**src/rtl/mc_ctrl_fsm.sv**
```systemverilog
// mc_ctrl_fsm: multicycle MIPS control unit with variable-latency memory
// handshake, wait timeout, and a sticky Halt state for illegal opcodes and faults.
// Ports: clk, rst_n (async active-low), opcode, alu_zero, mem_ready in;
// datapath enables/selects, alu_op, state, retire, illegal, mem_fault out.
// Optional macro MC_CTRL_BNE_EN: BNE (000101) branches on ~alu_zero.
module mc_ctrl_fsm #(
   parameter int WAIT_MAX = 16,
   parameter int CNT_W    = (WAIT_MAX < 1) ? 1 : $clog2(WAIT_MAX + 1)
) (
   input  logic       clk,
   input  logic       rst_n,
   input  logic [5:0] opcode,
   input  logic       alu_zero,
   input  logic       mem_ready,
   output logic       pc_en,
   output logic       ir_wr,
   output logic       mem_req,
   output logic       mem_we,
   output logic       mem_addr_sel,
   output logic       alu_srca_sel,
   output logic [1:0] alu_srcb_sel,
   output logic [3:0] alu_op,
   output logic       reg_we,
   output logic       wreg_dst_sel,
   output logic       wrbck_data_sel,
   output logic [1:0] nxt_pc_sel,
   output logic [3:0] state,
   output logic       retire,
   output logic       illegal,
   output logic       mem_fault
);

   typedef enum logic [3:0] {
      S_FETCH  = 4'd0,  S_DECODE = 4'd1,  S_MADDR  = 4'd2,
      S_MRD    = 4'd3,  S_MWB    = 4'd4,  S_MWR    = 4'd5,
      S_RREX   = 4'd6,  S_RRWB   = 4'd7,  S_BEQ    = 4'd8,
      S_JMP    = 4'd9,  S_RIEX   = 4'd10, S_RIWB   = 4'd11,
      S_HALT   = 4'd12
   } state_t;

   localparam logic [5:0] OP_RR    = 6'b000000;
   localparam logic [5:0] OP_J     = 6'b000010;
   localparam logic [5:0] OP_BEQ   = 6'b000100;
   localparam logic [5:0] OP_BNE   = 6'b000101;
   localparam logic [5:0] OP_ADDI  = 6'b001000;
   localparam logic [5:0] OP_ADDIU = 6'b001001;
   localparam logic [5:0] OP_ANDI  = 6'b001100;
   localparam logic [5:0] OP_ORI   = 6'b001101;
   localparam logic [5:0] OP_XORI  = 6'b001110;
   localparam logic [5:0] OP_LW    = 6'b100011;
   localparam logic [5:0] OP_SW    = 6'b101011;

   localparam logic [3:0] A_ADD  = 4'd0;
   localparam logic [3:0] A_SUB  = 4'd1;
   localparam logic [3:0] A_ADDU = 4'd2;
   localparam logic [3:0] A_AND  = 4'd3;
   localparam logic [3:0] A_OR   = 4'd4;
   localparam logic [3:0] A_XOR  = 4'd5;
   localparam logic [3:0] A_RR   = 4'd6;

   localparam int             LIM   = (WAIT_MAX > 0) ? WAIT_MAX - 1 : 0;
   localparam logic [CNT_W-1:0] LIM_C = CNT_W'(LIM);
   localparam logic [CNT_W-1:0] CNT_MAX = '1;

   state_t           state_q, state_d;
   logic [CNT_W-1:0] cnt_q, cnt_d;
   logic             ill_q, ill_d;
   logic             flt_q, flt_d;
   logic             wait_st, timeout;

   assign wait_st = (state_q == S_FETCH) || (state_q == S_MRD) ||
                    (state_q == S_MWR);
   // ready on the limit cycle completes the access instead of faulting
   assign timeout = (WAIT_MAX > 0) && wait_st && !mem_ready &&
                    (cnt_q == LIM_C);

   always_comb begin
      state_d = state_q;
      ill_d   = ill_q;
      flt_d   = flt_q;
      unique case (state_q)
         S_FETCH:  if (mem_ready) state_d = S_DECODE;
         S_DECODE: begin
            unique case (opcode)
               OP_LW, OP_SW: state_d = S_MADDR;
               OP_RR:        state_d = S_RREX;
               OP_BEQ:       state_d = S_BEQ;
`ifdef MC_CTRL_BNE_EN
               OP_BNE:       state_d = S_BEQ;
`endif
               OP_J:         state_d = S_JMP;
               OP_ADDI, OP_ADDIU, OP_ANDI,
               OP_ORI, OP_XORI: state_d = S_RIEX;
               default: begin
                  state_d = S_HALT;
                  ill_d   = 1'b1;
               end
            endcase
         end
         S_MADDR:  state_d = (opcode == OP_SW) ? S_MWR : S_MRD;
         S_MRD:    if (mem_ready) state_d = S_MWB;
         S_MWR:    if (mem_ready) state_d = S_FETCH;
         S_RREX:   state_d = S_RRWB;
         S_RIEX:   state_d = S_RIWB;
         S_MWB, S_RRWB, S_BEQ, S_JMP, S_RIWB: state_d = S_FETCH;
         default:  state_d = S_HALT;
      endcase
      if (timeout) begin
         state_d = S_HALT;
         flt_d   = 1'b1;
      end

      cnt_d = cnt_q;
      if (wait_st && cnt_q != CNT_MAX) cnt_d = cnt_q + 1'b1;
      // fresh count on entering a wait state or completing an access
      if (mem_ready) cnt_d = '0;
      if (state_d != state_q &&
          (state_d == S_FETCH || state_d == S_MRD || state_d == S_MWR))
         cnt_d = '0;
   end

   always_ff @(posedge clk or negedge rst_n) begin
      if (!rst_n) begin
         state_q <= S_FETCH;
         cnt_q   <= '0;
         ill_q   <= 1'b0;
         flt_q   <= 1'b0;
      end else begin
         state_q <= state_d;
         cnt_q   <= cnt_d;
         ill_q   <= ill_d;
         flt_q   <= flt_d;
      end
   end

   logic pc_en_c, ir_wr_c, req_c, we_c, reg_we_c, ret_c;

   always_comb begin
      pc_en_c        = 1'b0;
      ir_wr_c        = 1'b0;
      req_c          = 1'b0;
      we_c           = 1'b0;
      reg_we_c       = 1'b0;
      ret_c          = 1'b0;
      mem_addr_sel   = 1'b0;
      alu_srca_sel   = 1'b0;
      alu_srcb_sel   = 2'd0;
      alu_op         = A_ADD;
      wreg_dst_sel   = 1'b0;
      wrbck_data_sel = 1'b0;
      nxt_pc_sel     = 2'd0;
      unique case (state_q)
         S_FETCH: begin
            req_c        = 1'b1;
            alu_srcb_sel = 2'd1;
            ir_wr_c      = mem_ready;
            pc_en_c      = mem_ready;
         end
         S_DECODE: alu_srcb_sel = 2'd3;
         S_MADDR: begin
            alu_srca_sel = 1'b1;
            alu_srcb_sel = 2'd2;
         end
         S_MRD: begin
            req_c        = 1'b1;
            mem_addr_sel = 1'b1;
         end
         S_MWB: begin
            reg_we_c       = 1'b1;
            wrbck_data_sel = 1'b1;
            ret_c          = 1'b1;
         end
         S_MWR: begin
            req_c        = 1'b1;
            we_c         = 1'b1;
            mem_addr_sel = 1'b1;
            ret_c        = mem_ready;
         end
         S_RREX: begin
            alu_srca_sel = 1'b1;
            alu_op       = A_RR;
         end
         S_RRWB: begin
            reg_we_c     = 1'b1;
            wreg_dst_sel = 1'b1;
            ret_c        = 1'b1;
         end
         S_BEQ: begin
            alu_srca_sel = 1'b1;
            alu_op       = A_SUB;
            nxt_pc_sel   = 2'd1;
            ret_c        = 1'b1;
`ifdef MC_CTRL_BNE_EN
            pc_en_c = (opcode == OP_BNE) ? !alu_zero : alu_zero;
`else
            pc_en_c = alu_zero;
`endif
         end
         S_JMP: begin
            pc_en_c    = 1'b1;
            nxt_pc_sel = 2'd2;
            ret_c      = 1'b1;
         end
         S_RIEX: begin
            alu_srca_sel = 1'b1;
            alu_srcb_sel = 2'd2;
            unique case (opcode)
               OP_ADDIU: alu_op = A_ADDU;
               OP_ANDI:  alu_op = A_AND;
               OP_ORI:   alu_op = A_OR;
               OP_XORI:  alu_op = A_XOR;
               default:  alu_op = A_ADD;
            endcase
         end
         S_RIWB: begin
            reg_we_c = 1'b1;
            ret_c    = 1'b1;
         end
         default: ;
      endcase
   end

   // enables held low while reset is asserted so nothing is written
   assign pc_en     = pc_en_c  & rst_n;
   assign ir_wr     = ir_wr_c  & rst_n;
   assign mem_req   = req_c    & rst_n;
   assign mem_we    = we_c     & rst_n;
   assign reg_we    = reg_we_c & rst_n;
   assign retire    = ret_c    & rst_n;
   assign state     = state_q;
   assign illegal   = ill_q;
   assign mem_fault = flt_q;

endmodule

```
**config.mk**
```make
export PLATFORM = sky130hd
export DESIGN_NAME = mc_ctrl_fsm
export DESIGN_NICKNAME = d
export VERILOG_FILES = /design/src/rtl/mc_ctrl_fsm.sv
export SDC_FILE = /design/constraint.sdc
export NUM_CORES = 1
export LEC_CHECK = 0
export ABC_CLOCK_PERIOD_IN_PS = 3780
export CAP_MARGIN = 20
export CORE_MARGIN = 1
export CORE_UTILIZATION = 50
export CTS_CLUSTER_DIAMETER = 200
export DETAILED_ROUTE_END_ITERATION = 10
export PLACE_DENSITY = 0.83
export SLEW_MARGIN = 0
export SYNTH_ARGS = -nofsm -noshare
export SYNTH_HDL_FRONTEND = slang
export SYNTH_SLANG_ARGS = --single-unit
```
**constraint.sdc**
```tcl
create_clock -name clk -period 3.78 [get_ports clk]
set_input_delay 0.756 -clock clk [delete_from_list [all_inputs] [get_ports clk]]
set_output_delay 0.756 -clock clk [all_outputs]
set_load 0.02 [all_outputs]
```
After elaboration in Yosys (flattened, before gate mapping):

Cells that the tools add are included.
W data, S select, Z words.

* word-level logic and storage cells: 84
* register bits: 11
* output and inout bits: 24

* bitwise gates (word level): 7
* equal/unequal tests: 25
* multiplexer cells: 24
* add/sub/neg operators: 1
* reduce and logical (&&, ||, !) cells: 23

Operator list (count)
* $pmux W4 S8: 1
* $eq A6 B4 Y1 const B: 5
* $eq A4 B3 Y1 const B: 5
* $pmux W4 S5: 1
* $eq A4 B4 Y1 const B: 4
* $mux W4: 4
* $mux W5: 3
* $eq A4 B2 Y1 const B: 3
* $eq A6 B6 Y1 const B: 2
* $pmux W3 S4: 1
* $reduce_or A10 Y1: 1
* $reduce_or A5 Y1: 2
* $pmux W3 S3: 1
* $logic_not A4 Y1: 2
* $mux W1: 8
* $and A1 B1 Y1: 6
* $eq A6 B2 Y1 const B: 1
* $eq A6 B3 Y1 const B: 1
* $logic_not A6 Y1: 1
* $pmux W2 S3: 1
* $reduce_or A2 Y1: 3
* $reduce_or A3 Y1: 2
* $add A5 B1 Y5 const B: 1
* $eq A5 B4 Y1 const B: 1
* other kinds (14): 20

Longest topological paths before layout:

Gate-level depths: netlist of the first run.

* word-level depth: 11
* gate-level depth with buffers: 10
* gate-level depth less buffers: 10

Least setup slack after synthesis of the first run:

Ideal clock, no wire load.

* path kind: reg2out
* from: register state_q[1], in the netlist state[1]
* to: output mem_req
* arrival time: 2.238 ns
* path slack: 0.786 ns
* stages on the path, launching flop included: 6
* path through: dfrtp_1 > clkbuf_1 > clkbuf_1 > nor2_1 > nor2_1 > a2111oi_0

* longest elaborated chain between the ends: 4

RTL lines
* from (decl): line 65 `state_t state_q, state_d;`
* from (signal assigned): line 129 `state_q <= state_d;`
* $eq A4 B2 Y1 (tied with other cells): line 152 `unique case (state_q)`
* $reduce_or A3 Y1 (no source line) (*)
* $mux W1 (*): line 152
* $and A1 B1 Y1 (*): line 226 `assign mem_req = req_c & rst_n;`
* to (decl): line 17 `output logic mem_req,`

Every way passes the cells marked *; elsewhere a longest branch is shown, timed or not.

Worst setup path after layout of the first run:

* from: input opcode[2]
* to: output alu_op[0]

* longest elaborated chain between the ends: 3

RTL lines
* from (decl): line 12 `input logic [5:0] opcode,`
* $eq A6 B4 Y1: line 207 `unique case (opcode)`
* $pmux W3 S4 (*): line 207
* $pmux W3 S3 (*): line 152
* to (decl): line 22 `output logic [3:0] alu_op,`

Marked as above.

==> results.json, run 1 <==
{
  "grt_pass1_vias": 1135,
  "mappedNetlistArea_um2": 1210,
  "resized_cells_post_cts": 0,
  "worstHoldPathType": "register to register",
  "worstSkewPairLatency_ps": 270,
  "yosys_warnings": 0,
  "internal-power_mw": 0.1738,
  "final_net_count": 204,
  "setup.reg_to_reg.worst_slack_ps": 880,
  "gr-max-usage-layer": "met1",
  "finalMaxSlewViolations": 0,
  "row_count": 17,
  "power.density_nw_per_um2": 151.9,
  "tightestPinTransition_ps": 675.0,
  "clock_path_buffers": 2,
  "worst_r2r_path_depth": 6,
  "floorplan.initialDensity_pct": 53.66,
  "outcome": "complete, no violations",
  "weighted_congestion_reported_at_the_end_of_routability_driven_placement": 0.9749,
  "antenna_cells": 0,
  "timing.setup.critical_path_class": "input port to output port",
  "detail_route.wl_per_cell_um": 14.28,
  "irDropWorstVdd_v": 0.0001612,
  "min_clock_period_post_route_ps": 3443,
  "sw_frac_of_total_pct": 26.12,
  "drt-total-wl_um": 3114,
  "distinct_cell_type_count_of_the_synthesized_netlist": 48,
  "ant_nets": 0,
  "synth-main-ff-cell": "sky130_fd_sc_hd__dfrtp_1",
  "setup-tns-final_ps": 0,
  "cts_root_buf": "sky130_fd_sc_hd__clkbuf_4",
  "vias": 1302,
  "cp.required_ps": 3020,
  "grt_max_degree": 23,
  "core_area_um2": 2255,
  "worst-path-max-fanout": 10,
  "cts_max_level": 1,
  "synthesis.instances": 164,
  "setup.worst_path.start_class": "input port",
  "crit-reg2reg-launch": "state[0]",
  "synth-seq-cells": 11,
  "clockPowerShare_pct": 35.2,
  "reg2reg_to": "cnt_q[1]",
  "dieHeight_um": 51.19,
  "synth.yosys.seq_area_share_pct": 22.75,
  "dp_hpwl_um": 2358,
  "clock_skew_ps": 0.6343,
  "syn-mean-instance-area_um2": 7.378,
  "design.die.area_um2": 2620,
  "route.detailed.drc": 0,
  "synthesized_nets": 177,
  "port_buffers": 32,
  "met1_usage_pct": 40.63,
  "via_per_inst": 5.972,
  "syn2layout_area_growth_pct": 28.03,
  "endpoint_kind": "output port",
  "timing.final.hold_violations": 0,
  "p_comb_share_pct": 14.8,
  "fin_total_pwr_mw": 0.2353,
  "initial_antenna_violation_count": 0,
  "holdCritStartpoint": "mem_fault",
  "cts_buffers": 3,
  "worst_setup_hold_path_clk_slew_ps": 70,
  "ioPinCount": 34,
  "achievable-frequency_mhz": 290.4,
  "holdBufCountCts": 0,
  "first_pass_iters": 4,
  "overflow": 0,
  "cap_violations": 0,
  "power.share.sequential_pct": 50.0,
  "leading_cell_types_in_the_layout_fill_and_taps_excluded": "sky130_fd_sc_hd__clkdlybuf4s50_1, sky130_fd_sc_hd__nor2_1",
  "worst_hold_path.num_cells": 1,
  "setup-violations-final": 0,
  "period_share_pct": 91.10,
  "leakage_nw": 0.5815,
  "grt_first_pass_wirelength_um": 5292,
  "mostFrequentLayoutCell": "sky130_fd_sc_hd__clkdlybuf4s50_1",
  "die-width_um": 51.19,
  "cp.arrival_ps": 2690,
  "synth_enable_flop_cells": 0,
  "cts_setup_buffers": 0,
  "rsz0062_at_grt": "false",
  "sw_power_mw": 0.06144,
  "gr-usage-met3_pct": 2.976,
  "detailedRoute.firstIterationViolations": 48,
  "synth-async-reset-ratio_pct": 100.0,
  "cts_tree": "built",
  "hold_path_end": "mem_fault",
  "grt.total_usage_pct": 26.60,
  "max_transition_margin_pct": 54.91,
  "grt.met2_usage_pct": 39.69,
  "cts_num_sinks": 11,
  "fraction_of_layout_instances_using_a_drive_strength_above_1_pct": 5.789
}
layer usage:
metal  part of all wire (%)  vias up
li1                       -      647
met1                     48      593
met2                     44       58
met3                    6.7        4
met4                   0.80        0
met5                      0        -
power groups by stage:
stage          clock (mW)  combinational, mW  sequential (mW)
2_1_floorplan           0             0.0160            0.120
3_3_place_gp            0             0.0334            0.120
3_5_place_dp            0             0.0343            0.120
4_1_cts            0.0828             0.0344            0.118
5_1_grt            0.0880             0.0389            0.118
6_report           0.0828             0.0349            0.118
state kept, by name (all words and copies together), names as in the netlist:
register,flops
mem_fault,1
cnt_q,5
illegal,1
state,4
worst max-delay path by stage:
stage                    from        end  slack [ps]
CTS                 opcode[2]  alu_op[0]         340
global route        opcode[2]  alu_op[0]         220
floorplan            state[1]    mem_req         790
detailed placement  opcode[2]  alu_op[0]         340
global placement    opcode[2]  alu_op[0]         420
finish              opcode[2]  alu_op[0]         340
kinds of logic after synthesis:
logic type	share of synthesized area [%]
simple gates	28.65
fa+ha+maj	4.757
mux	1.655
compound gates	29.26
flops	22.75
xor+xnor	5.067
other cells	0.3099
buf+inv	7.549
worst max-delay path, cell delays in order:
cell and delay (ps):
sky130_fd_sc_hd__clkdlybuf4s50_1 660, sky130_fd_sc_hd__nor2b_1 270, sky130_fd_sc_hd__nand3_1 120, sky130_fd_sc_hd__a211oi_1 250, sky130_fd_sc_hd__clkdlybuf4s50_1 640
Yosys cell counts, types with 2 or more instances:
| cell | count | area (um2) |
|---|---|---|
| sky130_fd_sc_hd__buf_1 | 2 | 7.510 |
| sky130_fd_sc_hd__nor2_1 | 18 | 67.56 |
| sky130_fd_sc_hd__inv_1 | 9 | 33.78 |
| sky130_fd_sc_hd__a2111oi_0 | 2 | 17.52 |
| sky130_fd_sc_hd__nor2b_1 | 7 | 43.79 |
| sky130_fd_sc_hd__a22oi_1 | 2 | 15.01 |
| sky130_fd_sc_hd__nand2_1 | 11 | 41.29 |
| sky130_fd_sc_hd__o31ai_1 | 2 | 15.01 |
| sky130_fd_sc_hd__a21o_1 | 4 | 30.03 |
| sky130_fd_sc_hd__maj3_1 | 2 | 20.02 |
| sky130_fd_sc_hd__a211oi_1 | 6 | 45.04 |
| sky130_fd_sc_hd__a21oi_1 | 11 | 55.05 |
| sky130_fd_sc_hd__ha_1 | 3 | 37.54 |
| sky130_fd_sc_hd__clkbuf_1 | 7 | 26.28 |
| sky130_fd_sc_hd__nand3_1 | 4 | 20.02 |
| sky130_fd_sc_hd__mux2i_1 | 2 | 20.02 |
| sky130_fd_sc_hd__dfrtp_1 | 11 | 275.3 |
| sky130_fd_sc_hd__nand2b_1 | 5 | 31.28 |
| sky130_fd_sc_hd__and3_1 | 4 | 25.02 |
| sky130_fd_sc_hd__nor3_1 | 9 | 45.04 |
| sky130_fd_sc_hd__o21ai_0 | 11 | 55.05 |
| sky130_fd_sc_hd__xor2_1 | 4 | 35.03 |
| sky130_fd_sc_hd__xnor2_1 | 3 | 26.28 |
stage by stage:
stage	std cells	instance area, um2	setup WS (ps)	hold slack [ps]	util (%)
2_1_floorplan	164	1210	785.5	460.4	-
3_3_place_gp	214	1523	417.5	438.7	67.54
3_5_place_dp	214	1523	338.8	465.5	67.54
4_1_cts	218	1549	343.1	485.9	68.70
5_1_grt	218	1549	221.7	503.0	68.70
6_report	218	1549	336.5	478.9	68.70
final cells by class:
cell class / count / area (um2)
flip-flops and latches: 11 / 275.3
multi-input cells: 132 / 843.3
fillers: 187 / 705.7
well taps: 28 / 35.03
repair buffers: 34 / 335.3
inverters: 9 / 33.78
clock buffers: 4 / 26.28
Note: power is estimated with default switching activity, not from simulation.
==> run 2, diff against run 1 <==
--- a/config.mk
+++ b/config.mk
@@ -5,13 +5,14 @@
 export SDC_FILE = /design/constraint.sdc
 export NUM_CORES = 1
 export LEC_CHECK = 0
+export ABC_AREA = 1
 export ABC_CLOCK_PERIOD_IN_PS = 3780
 export CAP_MARGIN = 20
 export CORE_MARGIN = 1
 export CORE_UTILIZATION = 50
 export CTS_CLUSTER_DIAMETER = 200
 export DETAILED_ROUTE_END_ITERATION = 10
-export PLACE_DENSITY = 0.83
+export PLACE_DENSITY = 0.84
 export SLEW_MARGIN = 0
 export SYNTH_ARGS = -nofsm -noshare
 export SYNTH_HDL_FRONTEND = slang
==> run 2 against run 1 <==
  * Setup slack better by 160 ps
  * Register-to-register slack gained 930 ps
  * Sequential power is 3% higher
  * First-iteration DRC count down 33%
  * Sequential share of layout area rose by 0.23 points
  * Critical path depth is 3 higher
  * Critical endpoint is now alu_op[1]
==> results.json, run 2 <==
{
  "distinct_cell_type_count_of_the_synthesized_netlist": 30,
  "synth-seq-cells": 11,
  "synthesis.instances": 190,
  "timing.final.hold_violations": 0,
  "overflow": 0,
  "die-width_um": 50.14,
  "route.detailed.drc": 0,
  "antenna_cells": 0,
  "largest_register": "cnt_q",
  "timing.setup.critical_path_class": "input port to output port",
  "synthesized_nets": 203,
  "min_clock_period_post_route_ps": 3285,
  "endpoint_kind": "output port",
  "grt_max_degree": 14,
  "clock_skew_ps": 5.307,
  "internal-power_mw": 0.1774,
  "synth-main-ff-cell": "sky130_fd_sc_hd__dfrtp_1",
  "reg2reg_to": "cnt_q[3]",
  "grt.total_usage_pct": 25.29,
  "resized_cells_post_cts": 0,
  "ant_nets": 0,
  "vias": 1307,
  "achievable-frequency_mhz": 304.4,
  "weighted_congestion_reported_at_the_end_of_routability_driven_placement": 0.8918,
  "synth_top_cells_by_area": "sky130_fd_sc_hd__dfrtp_1, sky130_fd_sc_hd__nand2_1, sky130_fd_sc_hd__nor2_1",
  "worst_hold_path.num_cells": 1,
  "synth-async-reset-ratio_pct": 100.0,
  "syn-mean-instance-area_um2": 6.098,
  "design.die.area_um2": 2514,
  "synth.yosys.seq_area_share_pct": 23.76,
  "ioPinCount": 34,
  "leakage_nw": 0.7590,
  "cts_buffers": 3,
  "worstHoldPathType": "register to register",
  "first_pass_iters": 6,
  "row_count": 17,
  "setup-tns-final_ps": 0,
  "power.density_nw_per_um2": 155.0,
  "setup-violations-final": 0,
  "holdCritStartpoint": "illegal",
  "crit-reg2reg-launch": "state[2]",
  "cts_max_level": 1,
  "hold_path_end": "illegal",
  "cap_violations": 0,
  "sw_frac_of_total_pct": 25.16,
  "worst_setup_hold_path_clk_slew_ps": 60,
  "initial_antenna_violation_count": 0,
  "worst_r2r_path_depth": 10,
  "mostFrequentLayoutCell": "sky130_fd_sc_hd__nand2_1",
  "setup.worst_path.start_class": "input port",
  "detail_route.wl_per_cell_um": 11.08,
  "outcome": "complete, no violations",
  "synth.top_cell.area_share_pct": 23.76,
  "via_per_inst": 5.166,
  "fraction_of_layout_instances_using_a_drive_strength_above_1_pct": 13.33,
  "clock_path_buffers": 2,
  "sw_power_mw": 0.05965,
  "core_area_um2": 2191,
  "p_comb_share_pct": 16.2,
  "irDropWorstVdd_v": 0.0001838,
  "grt_first_pass_wirelength_um": 4954,
  "grt_pass1_vias": 1296,
  "leading_cell_types_in_the_layout_fill_and_taps_excluded": "sky130_fd_sc_hd__nand2_1, sky130_fd_sc_hd__nor2_1, sky130_fd_sc_hd__clkdlybuf4s50_1",
  "seqCellArea_um2": 275.3,
  "dieHeight_um": 50.14,
  "cts_root_buf": "sky130_fd_sc_hd__clkbuf_4",
  "synth_commonest_cells": "sky130_fd_sc_hd__nand2_1, sky130_fd_sc_hd__nor2_1, sky130_fd_sc_hd__inv_1, sky130_fd_sc_hd__nand3_1, sky130_fd_sc_hd__dfrtp_1",
  "holdBufCountCts": 0,
  "yosys_warnings": 0,
  "port_buffers": 32,
  "floorplan.initialDensity_pct": 52.88,
  "synth.most_common_cell": "sky130_fd_sc_hd__nand2_1",
  "synth_enable_flop_cells": 0,
  "period_share_pct": 86.90,
  "synth_top_area_cell": "sky130_fd_sc_hd__dfrtp_1",
  "multi_input_gate_area_in_the_final_layout_um2": 733.2,
  "fin_total_pwr_mw": 0.2371,
  "setup.reg_to_reg.worst_slack_ps": 1810,
  "drt-total-wl_um": 2802,
  "cts_num_sinks": 11,
  "cts_setup_buffers": 0,
  "rsz0062_at_grt": "false",
  "fillerInstances": 190,
  "largest_register_ff_count": 5,
  "syn2layout_area_growth_pct": 31.97,
  "finalMaxSlewViolations": 0,
  "dp_hpwl_um": 2400,
  "detailedRoute.firstIterationViolations": 32,
  "clockPowerShare_pct": 32.4,
  "cts_tree": "built",
  "cp.arrival_ps": 2530,
  "final_net_count": 239,
  "power.share.sequential_pct": 51.5,
  "worstSkewPairLatency_ps": 270,
  "worst-path-max-fanout": 4,
  "cp.required_ps": 3020,
  "mappedNetlistArea_um2": 1159
}
-- run 2: power by group through the flow --
stage          combinational [mW]  clock [mW]  sequential, mW
2_1_floorplan              0.0173           0           0.125
3_3_place_gp               0.0364           0           0.124
3_5_place_dp               0.0382           0           0.124
4_1_cts                    0.0384      0.0802           0.122
5_1_grt                    0.0427      0.0843           0.122
6_report                   0.0383      0.0767           0.122
-- run 2: critical path, stage by stage --
cell and delay, ps:
sky130_fd_sc_hd__clkdlybuf4s50_1 550, sky130_fd_sc_hd__inv_1 100, sky130_fd_sc_hd__nor2_1 180, sky130_fd_sc_hd__nand3_1 90, sky130_fd_sc_hd__o21ai_0 90, sky130_fd_sc_hd__nand3_1 90, sky130_fd_sc_hd__nand2_1 70, sky130_fd_sc_hd__clkdlybuf4s50_1 600
-- run 2: final cells by class --
class / count / share of cell area (%)
inverter: 35 / 8.592
clock buffer: 4 / 1.718
multi-input combinational: 142 / 47.95
sequential: 11 / 18.00
timing repair buffer: 33 / 21.44
tap: 28 / 2.291
-- run 2: stage by stage --
step | setup slack [ps] | cells | hold WS (ps) | utilization [%] | area [um2]
final | 495.1 | 253 | 471.2 | 69.79 | 1529
after global routing | 389.7 | 253 | 494.9 | 69.79 | 1529
after CTS | 524.0 | 253 | 479.2 | 69.79 | 1529
after detailed placement | 529.4 | 249 | 460.7 | 68.59 | 1503
after global placement | 601.8 | 249 | 453.1 | 68.59 | 1503
after floorplan | 1359 | 190 | 460.4 | - | 1159
-- run 2: per-layer routing --
metal  track usage (%)  part of all wire [%]  up-vias
li1                  -                     -      662
met1             29.66                    45      607
met2             44.67                    50       31
met3             2.727                   3.4        7
met4             13.33                   1.7        0
met5                 0                     0        -
-- run 2: worst max-delay path by stage --
stage	from	to	slack [ps]
2_1_floorplan	state[1]	retire	1360
3_3_place_gp	mem_ready	pc_en	600
3_5_place_dp	opcode[3]	alu_op[1]	530
4_1_cts	opcode[3]	alu_op[1]	520
5_1_grt	opcode[3]	alu_op[1]	390
6_report	opcode[3]	alu_op[1]	500
-- run 2: cell families after synthesis --
logic type      share of synthesized area, %
fa+ha+maj                              3.240
mux                                   0.8640
simple gates                           49.24
flops                                  23.76
buf+inv                                12.96
compound gates                         9.612
other cells                           0.3237
